**config.mk**
```make
export PLATFORM = sky130hd
export DESIGN_NAME = qspi_ctrl
export DESIGN_NICKNAME = d
export VERILOG_FILES = /design/src/rtl/qspi_ctrl.sv
export SDC_FILE = /design/constraint.sdc
export NUM_CORES = 1
export LEC_CHECK = 0
export ABC_AREA = 1
export CAP_MARGIN = 20
export CELL_PAD_IN_SITES_DETAIL_PLACEMENT = 1
export CELL_PAD_IN_SITES_GLOBAL_PLACEMENT = 2
export CORE_MARGIN = 5
export CORE_UTILIZATION = 33
export CTS_BUF_LIST = sky130_fd_sc_hd__clkbuf_4 sky130_fd_sc_hd__clkbuf_8
export CTS_CLUSTER_SIZE = 28
export DETAILED_ROUTE_END_ITERATION = 8
export MAX_ROUTING_LAYER = met4
export PLACE_DENSITY = 0.82
export SYNTH_ARGS = -nofsm -noshare
export SYNTH_HDL_FRONTEND = slang
export SYNTH_SLANG_ARGS = --single-unit
```
**constraint.sdc**
```tcl
create_clock -name clk -period 5.6 [get_ports clk]
set_clock_uncertainty 0.05 [all_clocks]
set_input_delay 1.12 -clock clk [delete_from_list [all_inputs] [get_ports clk]]
set_output_delay 1.12 -clock clk [all_outputs]
set_load 0.005 [all_outputs]
```
**src/rtl/qspi_ctrl.sv**
```systemverilog
// qspi_ctrl: host QSPI master for the TinyQV memory PMOD (flash, RAM A, RAM B).
// Define QSPI_CTRL_ABORT_EN to add the `abort` input.
module qspi_ctrl #(
    parameter int RD_DELAY = 2
) (
    input  logic        clk,
    input  logic        rst,
`ifdef QSPI_CTRL_ABORT_EN
    input  logic        abort,
`endif
    input  logic        req_valid,
    output logic        req_ready,
    input  logic [1:0]  req_sel,
    input  logic        req_write,
    input  logic [23:0] req_addr,
    input  logic [1:0]  req_len,
    input  logic [31:0] req_wdata,
    output logic        resp_valid,
    output logic [31:0] resp_rdata,
    output logic        resp_error,
    output logic        qspi_clk,
    output logic [3:0]  qspi_data_out,
    output logic        qspi_data_oe,
    input  logic [3:0]  qspi_data_in,
    output logic        qspi_flash_select,
    output logic        qspi_ram_a_select,
    output logic        qspi_ram_b_select
);
    typedef enum logic [3:0] {
        IDLE, CMD, ADDR, MODE, DUMMY, WDATA, RDATA, DONE, DESEL
    } state_t;

    state_t      state, state_d, nxt;
    logic [3:0]  cnt, cnt_d, last, nib_d, nib_hi;
    logic [4:0]  sh;
    logic        flash_q, wr_q;
    logic [1:0]  len_q;
    logic [23:0] addr_q, cur_addr;
    logic [31:0] wdata_q, rbuf;
    logic [2:0]  cs_n;
    logic        accept, illegal, active, abort_hit;

    assign req_ready = (state == IDLE);
    assign accept    = req_valid && req_ready;
    assign illegal   = (req_sel == 2'd3) || (req_sel == 2'd0 && req_write);
    assign active    = state inside {CMD, ADDR, MODE, DUMMY, WDATA, RDATA};

`ifdef QSPI_CTRL_ABORT_EN
    assign abort_hit = abort && state != IDLE && state != DESEL;
`else
    assign abort_hit = 1'b0;
`endif

    assign qspi_flash_select = cs_n[0];
    assign qspi_ram_a_select = cs_n[1];
    assign qspi_ram_b_select = cs_n[2];

    // DUMMY also covers the discarded edges before read data is valid
    always_comb begin
        last = 4'd0;
        nxt  = DONE;
        case (state)
            CMD:   begin last = 4'd1; nxt = ADDR; end
            ADDR: begin
                last = 4'd5;
                nxt  = flash_q ? MODE : (wr_q ? WDATA : DUMMY);
            end
            MODE:  begin last = 4'd1; nxt = DUMMY; end
            DUMMY: begin last = 4'(RD_DELAY + 2); nxt = RDATA; end
            WDATA, RDATA: last = {1'b0, len_q, 1'b1};
            default: last = 4'd0;
        endcase
    end

    always_comb begin
        state_d = state;
        cnt_d   = cnt;
        case (state)
            IDLE: begin
                if (accept && !illegal) begin
                    state_d = (req_sel == 2'd0) ? ADDR : CMD;
                    cnt_d   = 4'd0;
                end
            end
            DONE: begin
                state_d = DESEL;
                cnt_d   = 4'd0;
            end
            DESEL: begin
                if (cnt != 4'd0) begin
                    state_d = IDLE;
                    cnt_d   = 4'd0;
                end else begin
                    cnt_d = 4'd1;
                end
            end
            default: begin
                if (qspi_clk) begin
                    if (cnt == last) begin
                        state_d = nxt;
                        cnt_d   = 4'd0;
                    end else begin
                        cnt_d = cnt + 4'd1;
                    end
                end
            end
        endcase
        if (abort_hit) begin
            state_d = DESEL;
            cnt_d   = 4'd0;
        end
    end

    always_comb begin
        cur_addr = (state == IDLE) ? req_addr : addr_q;
        sh       = 5'd20 - {cnt_d[2:0], 2'b00};
        nib_d    = 4'h0;
        case (state_d)
            CMD:   nib_d = cnt_d[0] ? (wr_q ? 4'h2 : 4'hB) : 4'h0;
            ADDR:  nib_d = cur_addr[sh +: 4];
            MODE:  nib_d = cnt_d[0] ? 4'h0 : 4'hA;
            WDATA: nib_d = wdata_q[{cnt_d[2:1], ~cnt_d[0], 2'b00} +: 4];
            default: nib_d = 4'h0;
        endcase
    end

    always_ff @(posedge clk or posedge rst) begin
        if (rst) begin
            state <= IDLE;
            cnt   <= 4'd0;
        end else begin
            state <= state_d;
            cnt   <= cnt_d;
        end
    end

    always_ff @(posedge clk or posedge rst) begin
        if (rst) begin
            qspi_clk      <= 1'b0;
            qspi_data_out <= 4'h0;
            qspi_data_oe  <= 1'b0;
            cs_n          <= 3'b111;
            resp_valid    <= 1'b0;
            resp_error    <= 1'b0;
            resp_rdata    <= 32'h0;
            flash_q       <= 1'b0;
            wr_q          <= 1'b0;
            len_q         <= 2'd0;
            addr_q        <= 24'h0;
            wdata_q       <= 32'h0;
            rbuf          <= 32'h0;
            nib_hi        <= 4'h0;
        end else begin
            resp_valid <= 1'b0;
            if (abort_hit) begin
                qspi_clk      <= 1'b0;
                qspi_data_out <= 4'h0;
                qspi_data_oe  <= 1'b0;
                cs_n          <= 3'b111;
                resp_valid    <= 1'b1;
                resp_error    <= 1'b1;
                resp_rdata    <= rbuf;
            end else if (accept) begin
                flash_q <= (req_sel == 2'd0);
                wr_q    <= req_write;
                len_q   <= req_len;
                addr_q  <= req_addr;
                wdata_q <= req_wdata;
                rbuf    <= 32'h0;
                if (illegal) begin
                    resp_valid <= 1'b1;
                    resp_error <= 1'b1;
                    resp_rdata <= 32'h0;
                end else begin
                    cs_n          <= ~(3'b001 << req_sel);
                    qspi_data_out <= nib_d;
                    qspi_data_oe  <= 1'b1;
                end
            end else if (active) begin
                if (!qspi_clk) begin
                    qspi_clk <= 1'b1;
                    // only whole bytes land in rbuf, so an abort never shows half a byte
                    if (state == RDATA) begin
                        if (!cnt[0])
                            nib_hi <= qspi_data_in;
                        else
                            rbuf[{cnt[2:1], 3'b000} +: 8] <= {nib_hi, qspi_data_in};
                    end
                end else begin
                    qspi_clk      <= 1'b0;
                    qspi_data_out <= nib_d;
                    qspi_data_oe  <= state_d inside {CMD, ADDR, MODE, WDATA};
                end
            end else if (state == DONE) begin
                cs_n       <= 3'b111;
                resp_valid <= 1'b1;
                resp_error <= 1'b0;
                resp_rdata <= rbuf;
            end
        end
    end
endmodule

```
After elaboration in Yosys (flattened, before gate mapping)
Index checks and enable logic that the tools add are counted.
- input port bits: 68
- register bits: 147
- logic and storage cells: 125
- output and inout bits: 44
- shift-type cells: 5
- eq/ne operators: 19
- multiplexer cells: 51
- bitwise logic cells: 5
- reduce and logical (&&, ||, !) cells: 25
- add/sub/neg operators: 3
- operators by type and width (cell ; count):
    two-way mux 32 bit ; 9
    two-way mux 4 bit ; 14
    bitwise mux 32 bit ; 1
    variable shift 8 x 7 -> 32 bit, first input constant ; 1
    indexed part select 32 x 6 -> 4 bit ; 1
    indexed part select 8 x 7 -> 32 bit ; 1
    two-way mux 24 bit ; 1
    case mux 3 bit (4 select lines) ; 2
    case mux 4 bit (3 select lines) ; 2
    indexed part select 24 x 6 -> 4 bit ; 1
    equality test 4 x 3 -> 1 bit, second input constant ; 5
    equality test 4 x 2 -> 1 bit, second input constant ; 4
    case mux 4 bit (4 select lines) ; 1
    two-way mux 1 bit ; 15
    two-way mux 3 bit ; 5
    nonzero test 4 bit ; 3
    nonzero test 2 bit ; 5
    AND reduction 3 bit ; 3
    equality test 4 x 1 -> 1 bit, second input constant ; 2
    negation 5 -> 7 bit ; 1
    != test 2 x 1 -> 1 bit, second input constant ; 3
    nonzero test 6 bit ; 1
    AND reduction 5 bit ; 1
    subtractor 5 bit, first input constant ; 1
    other kinds (17) ; 25

Longest topological paths before layout
Gate-level depths: netlist of run 1.
- depth after elaboration: 13
- mapped depth: 21
- mapped depth without buffers: 20

Least setup slack after synthesis of run 1
No wires, ideal clock.
- path kind: input to register
- start point: input port req_sel[1]
- end point: register qspi_data_out[1]
- arrival time: 2.704 ns
- stages: 17
- path slack: 2.733 ns
- required time: 5.437 ns
- library setup time: 0.113 ns
- path buffers: 1
- cell sequence: nor2_1 -> nand2_1 -> o21ai_1 -> nor2_8 -> inv_2 -> nand2_2 -> o211ai_4 -> nand2_4 -> inv_2 -> buf_6 -> nor2_2 -> nand2_1 -> nand2_1 -> nor2_1 -> nand3_1 -> nand2_1 -> inv_1
- longest elaborated chain between the ends: 13
- elaborated cells on any way between the ends: 28
- classes of those cells: 1 x add/sub; 6 x eq/ne; 2 x shift; 12 x mux; 1 x bitwise; 6 x reduce/logical
- ends and longest elaborated chain (element ; line ; text):
    from (decl) ; 13 ; input logic [1:0] req_sel,
    logical NOT 2 bit ; 45 ; assign illegal = (req_sel == 2'd3) || (req_sel == 2'd0 && req_write);
    logical AND 1 bit ; 45 ;
    logical OR 1 bit (*) ; 45 ;
    logical NOT 1 bit (*) ; 80 ; if (accept && !illegal) begin
    logical AND 1 bit (*) ; 80 ;
    two-way mux 4 bit (*) ; 80 ;
    case mux 4 bit (3 select lines) (*) ; 78 ; case (state)
    net cnt_d[0] ; 34 ; logic [3:0] cnt, cnt_d, last, nib_d, nib_hi;
    subtractor 5 bit or inverter 1 bit (tied branches) ; 116, 122 ;
    indexed part select 24 x 6 -> 4 bit or indexed part select 32 x 6 -> 4 bit (tied branches) ; 120, 122 ;
    case mux 4 bit (4 select lines) (*) ; 118 ; case (state_d)
    two-way mux 4 bit ; 180 ; if (!qspi_clk) begin
    two-way mux 4 bit ; 179 ; end else if (active) begin
    two-way mux 4 bit (*) ; 163 ; end else if (accept) begin
    to (signal assigned) ; 176 ; qspi_data_out <= nib_d;
    to (signal assigned) ; 191 ; qspi_data_out <= nib_d;
    to (decl) ; 22 ; output logic [3:0] qspi_data_out,
The timed path passes the listed nets; every way through them passes the cells marked *. The select of a mux whose other input is x is not followed.
A chain may end at the register's enable or synchronous reset.

Final worst setup path of run 1
- start point: input port req_sel[1]
- end point: register qspi_data_out[1]
- longest elaborated chain between the ends: 13
- elaborated cells on any way between the ends: 28
- classes of those cells: 1 x add/sub; 6 x eq/ne; 2 x shift; 12 x mux; 1 x bitwise; 6 x reduce/logical
- ends and longest elaborated chain (element ; line):
    logical NOT 2 bit ; 45, 81
    logical AND 1 bit ; 45
    logical OR 1 bit ; 45
    logical NOT 1 bit ; 80
    logical AND 1 bit ; 80
    two-way mux 4 bit ; 80
    case mux 4 bit (3 select lines) ; 78
    subtractor 5 bit or inverter 1 bit (tied branches) ; 116, 122
    indexed part select 24 x 6 -> 4 bit or indexed part select 32 x 6 -> 4 bit (tied branches) ; 120, 122
    case mux 4 bit (4 select lines) ; 118
    two-way mux 4 bit ; 180
    two-way mux 4 bit ; 179
    two-way mux 4 bit ; 163
Several ways; a longest one is shown, not always the timed one. The select of a mux whose other input is x is not followed.

==> results summary, run 1 <==
The placed cell count came out at 1258. The count of non-filler cells in the finished layout came out at 1290. The global-route congestion overflow total came out at 0.

The final weighted congestion of routability-driven global placement is 0.838. The number of design-rule violations left by the first detailed-router iteration came out at 332. The maximum level of the CTS H-tree came out at 4.

In this run the vertical extent of the chip is 159 um. The leakage power total is 4.24 nW. The count of instances resized after the clock tree is built came out at 0. The final number of max-transition violations was 0. The tool flagged a number of max-cap violations equal to 0. The final count of hold timing violations is 0.

The length of routed met3 wiring came out at 649 um. The endpoint identified for the worst register-to-register timing path is resp_rdata[28]$_DFFE_PP0P_. The final-layout fill cell count is 2653. The relative slew slack came out at 37.5%.

The width of the chip came out at 159 um. The reg-to-reg setup timing slack came out at 2.01 ns. In the final layout, the share of cells above drive strength 1 is 9.41%. From synthesis to final layout, the design area changed by 23.5%. The logic depth of the worst register-to-register path came out at 11. The number of cells traversed by the worst hold path is 2. For this run, the post-layout net count is 1072.

The combined flip-flop and latch cell area is 3680 um^2. The highest ir drop seen on vdd came out at 0.195 mV. The total wirelength of the detailed-routed design came out at 21500 um. The first-pass GRT wire length is 35800 um.

The die covers 25300 um^2. Setup repair after global routing left no endpoint under its margin. The clock slew at the register clock pins of the worst setup and hold paths is 0.09 ns. The number of clock buffers inserted by TritonCTS came out at 17. In this run the most critical hold path is launched from wdata_q[27]$_DFFE_PP0P_.

The most common cell after layout, fill and taps aside is nand2_1. The worst-skew pair later-pin latency came out at 0.46 ns. The final critical-path required period is 3.68 ns.

The number of nets with antenna violations after routing came out at 0. The number of port buffers came out at 111. The transition time at the pin with the least slew margin came out at 0.930 ns. The number of design rule violations left after detail routing came out at 0. The number of hold buffers added after CTS is 0. The number of setup violations in the final report is 0. The average vias per placed instance came out at 4.93. The worst hold path endpoint is wdata_q[27]$_DFFE_PP0P_. The multi-input combinational cell area is 3020 um^2.

The HPWL reported at the end of detailed placement came out at 15900 um. The core box area came out at 21900 um^2. The endpoint class of the critical path is a flop. Setup slack closes at 1.92 ns. Once the clock tree was built, the setup fixing pass inserted 0 buffers.

In this run the top signal layer used is met4. The data required time of the critical path is 5.92 ns. The run finished with clean final reports.

The gate count of the mapped netlist is 902. The number of antenna violations at the first check in global routing came out at 0. Of all nets on the critical path, the largest fanout is 34. The arrival time of data at the critical path endpoint is 4.00 ns. The average wire length per cell after detail routing came out at 16.7 um. The number of global-route vias before repair came to 6670. The post-synthesis area per instance came out at 8.14 um^2. Power spread over the standard cell area amounts to 570 nW/um^2. Before antenna repair, the detailed router went through 4 iterations. The worst slack after detailed placement is 1.40 ns. Across all layers, the routed design uses 6356 vias. The critical path is of the in -> reg type.

The beginning of the critical path is req_sel[1]. Static timing analysis puts the maximum clock frequency at 272 MHz. The type of the most critical hold path is reg -> reg. Once the floorplan was initialized, standard cells occupied 33.5% of the core. Leaving out fill and tap cells, the most frequent cells in the layout are 235 x nand2_1, 144 x dfrtp_1, 122 x o21ai_0, 111 x clkdlybuf4s50_1, 106 x nand3_1. The longest clock path from root to sink contains 2 buffers. Summed over all failing endpoints, the final setup total negative slack is 0 ns. In this run, synthesis produced a sequential element count of 147. The tree is rooted in a clkbuf_8. Summed over all nets, wire length on met2 after detailed routing comes to 10200 um. The number of placed I/O pins is 112. The routed metal-1 wire length is 10500 um. Entering global routing, the biggest net connects 66 pins. The count of synthesis-stage warnings from yosys came out at 0.

The number of antenna cells inserted is 0. The startpoint identified for the worst register-to-register timing path is state[0]$_DFF_PP0_. TritonCTS built the clock tree. The synthesized netlist contains 38 unique library cells. The clock net sink count came out at 147. The cell area after synthesis came out at 7340 um^2. STA classifies the critical path startpoint as an input pin.

The final worst-path cycle share is 65.7%. The sequential element share of the synthesized area is 50.2%. The placement row count is 54. The number of nets produced by synthesis came out at 977. The total routing usage reported by global routing is 17.7%.
## final cells by class
cell class              count  share of cell area, %
repair buffers            116                   12.7
clock inverters            14                   1.82
multi-input cells         599                   33.4
clock buffers              18                   2.73
inverters                 116                   4.89
flip-flops and latches    147                   40.6
well taps                 280                   3.87
## through the flow
stage / hold WS (ns) / cell area [um^2] / utilization, % / total power, mW
final: 0.432 / 9060 / 41.4 / 5.16
after global routing: 0.450 / 9060 / 41.4 / 5.64
after CTS: 0.437 / 9060 / 41.4 / 5.24
after detailed placement: 0.412 / 8650 / 39.5 / 4.34
after global placement: 0.408 / 8650 / 39.5 / 4.27
after floorplan: 0.390 / 7340 / - / 3.56
## registers in the layout (all words and copies together), names as in the netlist
signal         flops
addr_q            24
nib_hi             4
cs_n               3
rbuf              32
qspi_data_oe       1
resp_valid         1
qspi_data_out      4
qspi_clk           1
wr_q               1
len_q              2
resp_rdata        32
flash_q            1
wdata_q           32
state              4
resp_error         1
cnt                4
## power by group
part | switching (mW) | leakage [nW] | internal, mW
Clock | 0.457 | 0.209 | 0.422
Combinational | 1.75 | 2.13 | 0.881
Sequential | 0.238 | 1.90 | 1.41
## per-layer routing
| metal | up-vias | global-route usage [%] |
|---|---|---|
| li1 | 3129 | - |
| met1 | 3105 | 23.9 |
| met2 | 109 | 28.5 |
| met3 | 13 | 2.69 |
| met4 | 0 | 4.07 |
| met5 | - | - |
## worst max-delay path, cell delays in order
cell and delay [ns]:
clkdlybuf4s50_1 0.44, nor2_1 0.22, nand2_1 0.07, o21ai_1 0.25, nor2_8 0.10, inv_2 0.09
nand2_2 0.08, o211ai_4 0.53, nand2_4 0.34, inv_2 0.28, nor2_2 0.06, nand2_1 0.08
nand2_1 0.05, nor2_1 0.11, nand3_1 0.08, nand2_1 0.06, inv_1 0.03
## how the worst max path moves through the flow
stage	depth (start not counted)	slack (ns)	to
global placement	17	1.55	qspi_data_out[2]$_DFFE_PP0P_
finish	17	1.92	qspi_data_out[1]$_DFFE_PP0P_
detailed placement	17	1.40	qspi_data_out[2]$_DFFE_PP0P_
CTS	17	1.91	qspi_data_out[2]$_DFFE_PP0P_
floorplan	1	0.48	addr_q[0]$_DFFE_PP0P_
global route	11	1.61	resp_rdata[11]$_DFFE_PP0P_
## cells in the mapped netlist (all sizes together)
cell type  instances  area (um^2)
xor2               3         26.3
buf               11         85.1
or2                3         18.8
a21oi             11         88.8
nand3            112          598
nor2              32          194
dfrtp            144         3600
nor3              11         55.1
o22ai              9         56.3
o21ai            126          631
a31oi              2         12.5
o211ai             1         21.3
dfstp              3         78.8
nand3b             4         30.0
nor4               1         6.26
a211oi             1         7.51
nand4             15         93.8
clkbuf            29          109
mux2               1         11.3
inv              116          438
ha                 7         87.6
nand2            253         1020
o32ai              7         61.3
## kinds of logic (layout without fill, tap and decap cells)
family | Yosys count | in the layout | synth area share, %
AOI/OAI and AO/OA | 157 | 157 | 12.0
adders and majority gates | 7 | 7 | 1.19
buffers and inverters | 156 | 264 | 8.61
and+or+nand+nor | 431 | 431 | 27.5
xor gates and xnor gates | 3 | 3 | 0.358
DFF | 147 | 147 | 50.2
muxes | 1 | 1 | 0.153
Power figures use the tool's default switching activity.
==> inputs of run 2 (changes only) <==
--- a/config.mk
+++ b/config.mk
@@ -10,12 +10,12 @@
 export CELL_PAD_IN_SITES_DETAIL_PLACEMENT = 1
 export CELL_PAD_IN_SITES_GLOBAL_PLACEMENT = 2
 export CORE_MARGIN = 5
-export CORE_UTILIZATION = 33
+export CORE_UTILIZATION = 30
 export CTS_BUF_LIST = sky130_fd_sc_hd__clkbuf_4 sky130_fd_sc_hd__clkbuf_8
 export CTS_CLUSTER_SIZE = 28
 export DETAILED_ROUTE_END_ITERATION = 8
 export MAX_ROUTING_LAYER = met4
-export PLACE_DENSITY = 0.82
+export PLACE_DENSITY = 0.79
 export SYNTH_ARGS = -nofsm -noshare
 export SYNTH_HDL_FRONTEND = slang
 export SYNTH_SLANG_ARGS = --single-unit
==> constraint.sdc (replaced) <==
create_clock -name clk -period 3 [get_ports clk]
set_clock_uncertainty 0.05 [all_clocks]
set_input_delay 0.6 -clock clk [delete_from_list [all_inputs] [get_ports clk]]
set_output_delay 0.6 -clock clk [all_outputs]
set_load 0.005 [all_outputs]
==> run 2 against run 1 <==
Net effect: setup slack got worse by 1.7 ns; routed wire length increased by 1.3%; via count unchanged; non-clock buffer count increased by 28; combinational power increased by 100%; sequential share of layout area decreased by 1.3 points; largest cell class unchanged; global-route usage decreased by 1.7 points; critical path type is now reg -> out; cell count increased by 5.7%; clock power increased by 83%; flip-flop and latch count unchanged; sequential power increased by 84%.
==> results summary, run 2 (synthesized netlist as in run 1, its figures left out) <==
Entering global routing, the biggest net connects 64 pins. The worst setup path is launched from a flop. The maximum count of clock buffers along a single path is 2. The area of the die is 27700 um^2. The effective utilization at floorplan came out at 30.4%. In this run, the number of DRC markers left after iteration 0 of detailed routing was 279.

The count of buffers added on input and output ports is 111. The type of the most critical hold path is in -> async. The peak fanout along the critical path came out at 27. The number of design rule violations left after detail routing is 0.

The flow ran to the end, and the final reports show no timing, DRC or antenna violations. The number of antenna violations at the first check in global routing is 0. The placement row count came out at 57. Global routing used 16.1% of the available tracks across all layers. In this run, CTS created clock tree buffers numbering 17.

The worst-skew pair later-pin latency is 0.46 ns. Summed over all cells, the static leakage comes to 4.38 nW. For this run, the number of standard cells in the final layout without fillers is 1363. The width of the chip came out at 166 um.

The arrival time of data at the critical path endpoint came out at 2.16 ns. The average vias per placed instance is 4.66. Setup repair after global routing left no endpoint under its margin.

For this design, the sink count on the clock tree is 147. The most common cell after layout, fill and taps aside is nand2_1. The multi-input combinational cells in the finished layout cover a total of 3040 um^2.

The sequential cells in the finished layout cover a total of 3680 um^2. The library cells used most frequently in the layout, excluding fill and tap cells, are 235 x nand2_1, 144 x dfrtp_1, 122 x o21ai_0, 111 x clkdlybuf4s50_1, 106 x nand3_1. In the final layout, the registers with the most flip-flops are rbuf (32), resp_rdata (32), wdata_q (32). The average wire length per cell after detail routing came out at 16.0 um. The placement-stage cell area came out at 8910 um^2. The ratio of cells with drive above 1 in the final layout is 11.9%. The worst setup path is of the reg -> out kind. The clock slew at the register clock pins of the worst setup and hold paths came out at 0.10 ns.

The first detailed-routing pass took 4 iterations. The power density of the placed cells is 1060 nW/um^2. The tree is rooted in a clkbuf_8. The highest ir drop seen on vdd is 0.357 mV.

The number of max-cap violations is 0. For this design, the CTS-stage hold fixing added 0 buffers. At the end of routability-driven placement, the weighted congestion stood at 0.853. The core box area came out at 24200 um^2. The total overflow left after global routing is 0. Measured against its own limit, the worst slew margin works out to 59.6%.

The post-synthesis to final-layout area growth is 27.7%. Summed over all layers, the routed wires come to 21800 um. At the pin with the least slew margin, the transition time is 0.600 ns.

The final number of max-transition violations is 0. The number of nets with antenna violations after routing came out at 0. The maximum level of the CTS H-tree is 4. TritonCTS built the clock tree. The number of global-route vias before repair came to 6698. After the last flow step, the layout net total stands at 1101.

The HPWL reported at the end of detailed placement came out at 16200 um. The first-pass GRT wire length is 35200 um. The total power after layout came out at 9.97 mW. After detailed placement, the design holds a cell count of 1327. Subtracting the final worst setup slack from the clock period gives 2.81 ns. In this run the count of I/O pins placed on the die edge is 112. The final count of hold timing violations came out at 0. The post-route cell area is 9370 um^2. Static timing analysis puts the maximum clock frequency at 356 MHz. The vertical extent of the die is 166 um. The routed layout has 6356 vias. The number of setup violations in the final report is 0.

0 antenna diodes ended up in the layout. The data required time of the critical path came out at 2.35 ns. The final worst-path cycle share is 93.7%.

The final-layout fill cell count is 2892. The worst setup path is captured at an output port.
## run 2: path summary, 6_finish.rpt
check,startpoint,end,slack [ns],depth (start not counted)
setup / recovery,state[0]$_DFF_PP0_,req_ready,0.19,5
hold / removal,rst,resp_rdata[20]$_DFFE_PP0P_,0.32,2
setup reg to reg,state[0]$_DFF_PP0_,qspi_data_out[0]$_DFFE_PP0P_,0.27,21
hold reg to reg,rbuf[2]$_DFFE_PP0P_,resp_rdata[2]$_DFFE_PP0P_,0.44,2
max in group asynchronous,rst,resp_rdata[2]$_DFFE_PP0P_,1.77,3
min in group clk,rbuf[2]$_DFFE_PP0P_,resp_rdata[2]$_DFFE_PP0P_,0.44,2
## run 2: layer usage
layer | global-route usage [%] | routed length [um]
met1 | 21.3 | 10300
met2 | 25.8 | 10400
met3 | 2.88 | 887
met4 | 3.81 | 186
met5 | - | 0
## run 2: final cells by class
class / count / share of cell area [%]
clock buffers: 17 / 2.50
clock inverters: 15 / 1.95
inverters: 116 / 4.71
multi-input cells: 600 / 32.4
flip-flops and latches: 147 / 39.3
well taps: 324 / 4.33
repair buffers: 144 / 14.8
## run 2: worst max-delay path, cell delays in order (launching register included)
cell             delay (ns)
dfrtp_1                0.48
nor2_4                 0.19
nand2_4                0.14
inv_2                  0.14
buf_6                  0.21
clkdlybuf4s50_1        0.54
## run 2: per-stage QoR
step / util (%) / setup slack, ns / setup TNS, ns / hold WS [ns]
after global routing: 38.8 / 0.0550 / 0 / 0.297
final: 38.8 / 0.188 / 0 / 0.316
after floorplan: - / 0.505 / 0 / 0.390
after detailed placement: 36.9 / -0.183 / -0.626 / 0.418
after global placement: 36.9 / -0.138 / -0.429 / 0.411
after CTS: 38.7 / 0.0448 / 0 / 0.285
## run 2: power breakdown
part / internal [mW] / switching [mW] / leakage, nW
Combinational: 1.94 / 3.37 / 2.27
Sequential: 2.64 / 0.404 / 1.90
Clock: 0.643 / 0.971 / 0.206
Total: 5.22 / 4.75 / 4.38
## run 2: what timing repair did
item	CTS	global route
cloned	0	1
resized for setup	2	1
setup endpoints to repair	1	1
pin swaps	1	3
buffers inserted	1	2
hold endpoints to repair	0	0
==> inputs of run 3 (changes only) <==
--- a/config.mk
+++ b/config.mk
@@ -10,12 +10,13 @@
 export CELL_PAD_IN_SITES_DETAIL_PLACEMENT = 1
 export CELL_PAD_IN_SITES_GLOBAL_PLACEMENT = 2
 export CORE_MARGIN = 5
-export CORE_UTILIZATION = 30
+export CORE_UTILIZATION = 35
 export CTS_BUF_LIST = sky130_fd_sc_hd__clkbuf_4 sky130_fd_sc_hd__clkbuf_8
 export CTS_CLUSTER_SIZE = 28
 export DETAILED_ROUTE_END_ITERATION = 8
+export DONT_BUFFER_PORTS = 1
 export MAX_ROUTING_LAYER = met4
-export PLACE_DENSITY = 0.79
+export PLACE_DENSITY = 0.78
 export SYNTH_ARGS = -nofsm -noshare
 export SYNTH_HDL_FRONTEND = slang
 export SYNTH_SLANG_ARGS = --single-unit
==> run 3 against run 2 <==
Net effect: core utilization fell by 0.18 points; non-clock buffer count shrank 127; cell count down 13%; design area is 14% lower; die area decreased by 13%; power fell by 6.9%; largest cell class unchanged; routed wire length shrank 6.3%; clock power about the same; highest routed layer unchanged; setup slack better by 0.12 ns; count of clock-buffer cells in the layout unchanged.
==> results summary, run 3 (synthesized netlist as in run 1, its figures left out) <==
The final count of hold timing violations came out at 0. The worst setup path is launched from a flop. TritonCTS created 17 clock buffers.

After detailed routing, the number of vias per cell comes to 4.99. The run finished with clean final reports. 0 antenna diodes ended up in the layout. The largest registers in the layout are rbuf (32), resp_rdata (32), wdata_q (32).

At the end of routability-driven placement, the weighted congestion stood at 0.812. Leaving out fill and tap cells, the most frequent cell in the layout is nand2_1. After detailed routing, no signal wire sits above met4. The worst hold path endpoint is cs_n[1]$_DFFE_PP1P_. The final number of max-transition violations came out at 0. The worst register-to-register path has a depth of 7. The pin count of the biggest net entering global routing came out at 104. The tool flagged a number of max-cap violations equal to 0. The first-pass GRT wire length is 33500 um. The endpoint of the most critical register-to-register path is rbuf[24]$_DFFE_PP0P_.

The post-layout net count is 973. In the layout the commonest cells are 235 x nand2_1, 144 x dfrtp_1, 122 x o21ai_0, 106 x nand3_1, 103 x inv_1. The type of the most critical hold path is in -> reg. The clock net sink count is 147. In this design, the stage delay of the slowest critical-path cell is 0.61 ns. The number of antenna violations at the first check in global routing is 0.

The number of search-and-repair iterations in the first detailed-routing pass is 4. The sum of met2 wire segment lengths after detailed routing is 9860 um. The ratio of cells with drive above 1 in the final layout is 11.7%. The number of cells traversed by the worst hold path is 1. The routed metal-1 wire length came out at 9260 um. The worst register-to-register path begins at state[1]$_DFF_PP0_.

STA classifies the critical path endpoint as a flop. The core box area is 20800 um^2. The effective utilization at floorplan is 35.2%. The number of nets with antenna violations after routing is 0. The vertical extent of the die came out at 155 um. In this run the worst path has a maximum fanout of 76.

The power density of the placed cells is 1160 nW/um^2. The reg-to-reg setup timing slack is 0.31 ns. The kind of cell adding the most delay to the critical path is simple AND/OR/NAND/NOR gates.

The post-synthesis to final-layout area growth is 9.48%. Setup repair after global routing left no endpoint under its margin. By startpoint and endpoint, the worst setup path is classified as reg -> reg.

The final design utilization is 38.6%. In the routed design, unresolved DRC markers number 0. The relative slew slack came out at 51.5%. The worst-skew pair later-pin latency came out at 0.47 ns.

The clock passes through at most 2 buffers. The number of port buffers came out at 0. Setup violations remaining at the end of the flow were counted as 0. The area of the die came out at 24000 um^2. The most critical setup path has its startpoint at state[1]$_DFF_PP0_. The routed layout has 5914 vias.

The transition time at the pin with the least slew margin is 0.728 ns. The highest ir drop seen on vdd is 0.368 mV. TritonCTS built the clock tree. The aggregate negative setup slack is 0 ns.

The combined buffer and inverter count along the critical path came out at 2. The HPWL after detailed placement is 14800 um. The root cell of the clock tree is clkbuf_8. The detailed router finished its first iteration with 392 violations. The final critical-path required period came out at 2.69 ns. Among the stages of the critical path, the cell type that occurs most often is nand2_4. The H-tree generated during clock tree synthesis spans 4 levels. The placement row count is 53.

The placed instances occupy a cell area of 7620 um^2. The arrival time of data at the critical path endpoint came out at 3.00 ns. The total wirelength of the detailed-routed design came out at 20400 um. The final worst-path cycle share came out at 89.6%. In this run the static leakage power is 3.86 nW. The width of the chip is 155 um. The clock slew at the register clock pins of the worst setup and hold paths came out at 0.11 ns. Traced cell by cell, the critical path runs through nor2_4 -> nand2_4 -> inv_2 -> nand2_4 -> buf_4 -> nand4_1 -> o32ai_1. Summing all non-filler instances in the final layout gives an area of 8030 um^2. The data required time of the critical path is 3.32 ns. The total routing usage reported by global routing is 18.1%. The largest individual stage delay along the critical path comes from the cell buf_4. The global-route congestion overflow total came out at 0. The number of placed I/O pins is 112. The post-CTS setup repair buffer count is 0. Derived from the worst setup path, the maximum achievable clock frequency is 372 MHz. The length of routed met3 wiring came out at 985 um. The number of global-route vias before repair is 6371.

Total power for the finished layout comes to 9.28 mW. The startpoint identified for the worst hold timing path is req_sel[0]. The average wire length per cell after detail routing is 17.2 um.
-- run 3: where the power goes --
part | internal (mW) | switching [mW] | leakage, nW
clock network | 0.630 | 0.950 | 0.197
logic | 1.46 | 3.20 | 1.77
registers | 2.64 | 0.404 | 1.90
total | 4.73 | 4.55 | 3.86
-- run 3: metrics by stage --
step	setup slack [ns]	hold WS [ns]	instances
final	0.313	0.153	1186
after global routing	0.0121	0.117	1186
after CTS	0.274	0.126	1186
after detailed placement	0.305	0.313	1153
after global placement	0.335	0.312	1153
after floorplan	0.505	0.390	902
-- run 3: cell type report --
type	instances	area [um^2]
Multi-Input combinational cell	599	3030
Fill cell	2551	12800
Tap cell	275	344
Inverter	116	442
Sequential cell	147	3680
Clock buffer	17	234
Clock inverter	15	163
Timing Repair Buffer	17	143
-- run 3: per-layer routing --
metal | track usage [%] | vias to the layer above
met5 | - | -
met2 | 29.7 | 120
li1 | - | 2929
met4 | 4.54 | 0
met3 | 4.42 | 21
met1 | 22.7 | 2844
-- run 3: worst max-delay path by stage --
stage                                         endpoint  slack, ns  cells past startpoint
after detailed placement  qspi_data_out[0]$_DFFE_PP0P_       0.31                     18
after global placement    qspi_data_out[1]$_DFFE_PP0P_       0.33                     17
final                             rbuf[24]$_DFFE_PP0P_       0.31                      7
after global routing      qspi_data_out[3]$_DFFE_PP0P_       0.01                     18
after CTS                 qspi_data_out[0]$_DFFE_PP0P_       0.27                     18
after floorplan                  addr_q[0]$_DFFE_PP0P_       0.51                      1
-- run 3: repair_timing --
action / in CTS / in global routing
hold buffers: 1 / 0
gates resized for setup: 0 / 1
hold endpoints to repair: 1 / 0
endpoints found under the setup margin: 0 / 2
-- run 3: worst reg2reg max path: stages (launching register included) --
cell     delay (ns)
dfrtp_1        0.50
nor2_4         0.11
nand2_4        0.22
inv_2          0.11
nand2_4        0.11
buf_4          0.61
nand4_1        0.49
o32ai_1        0.40
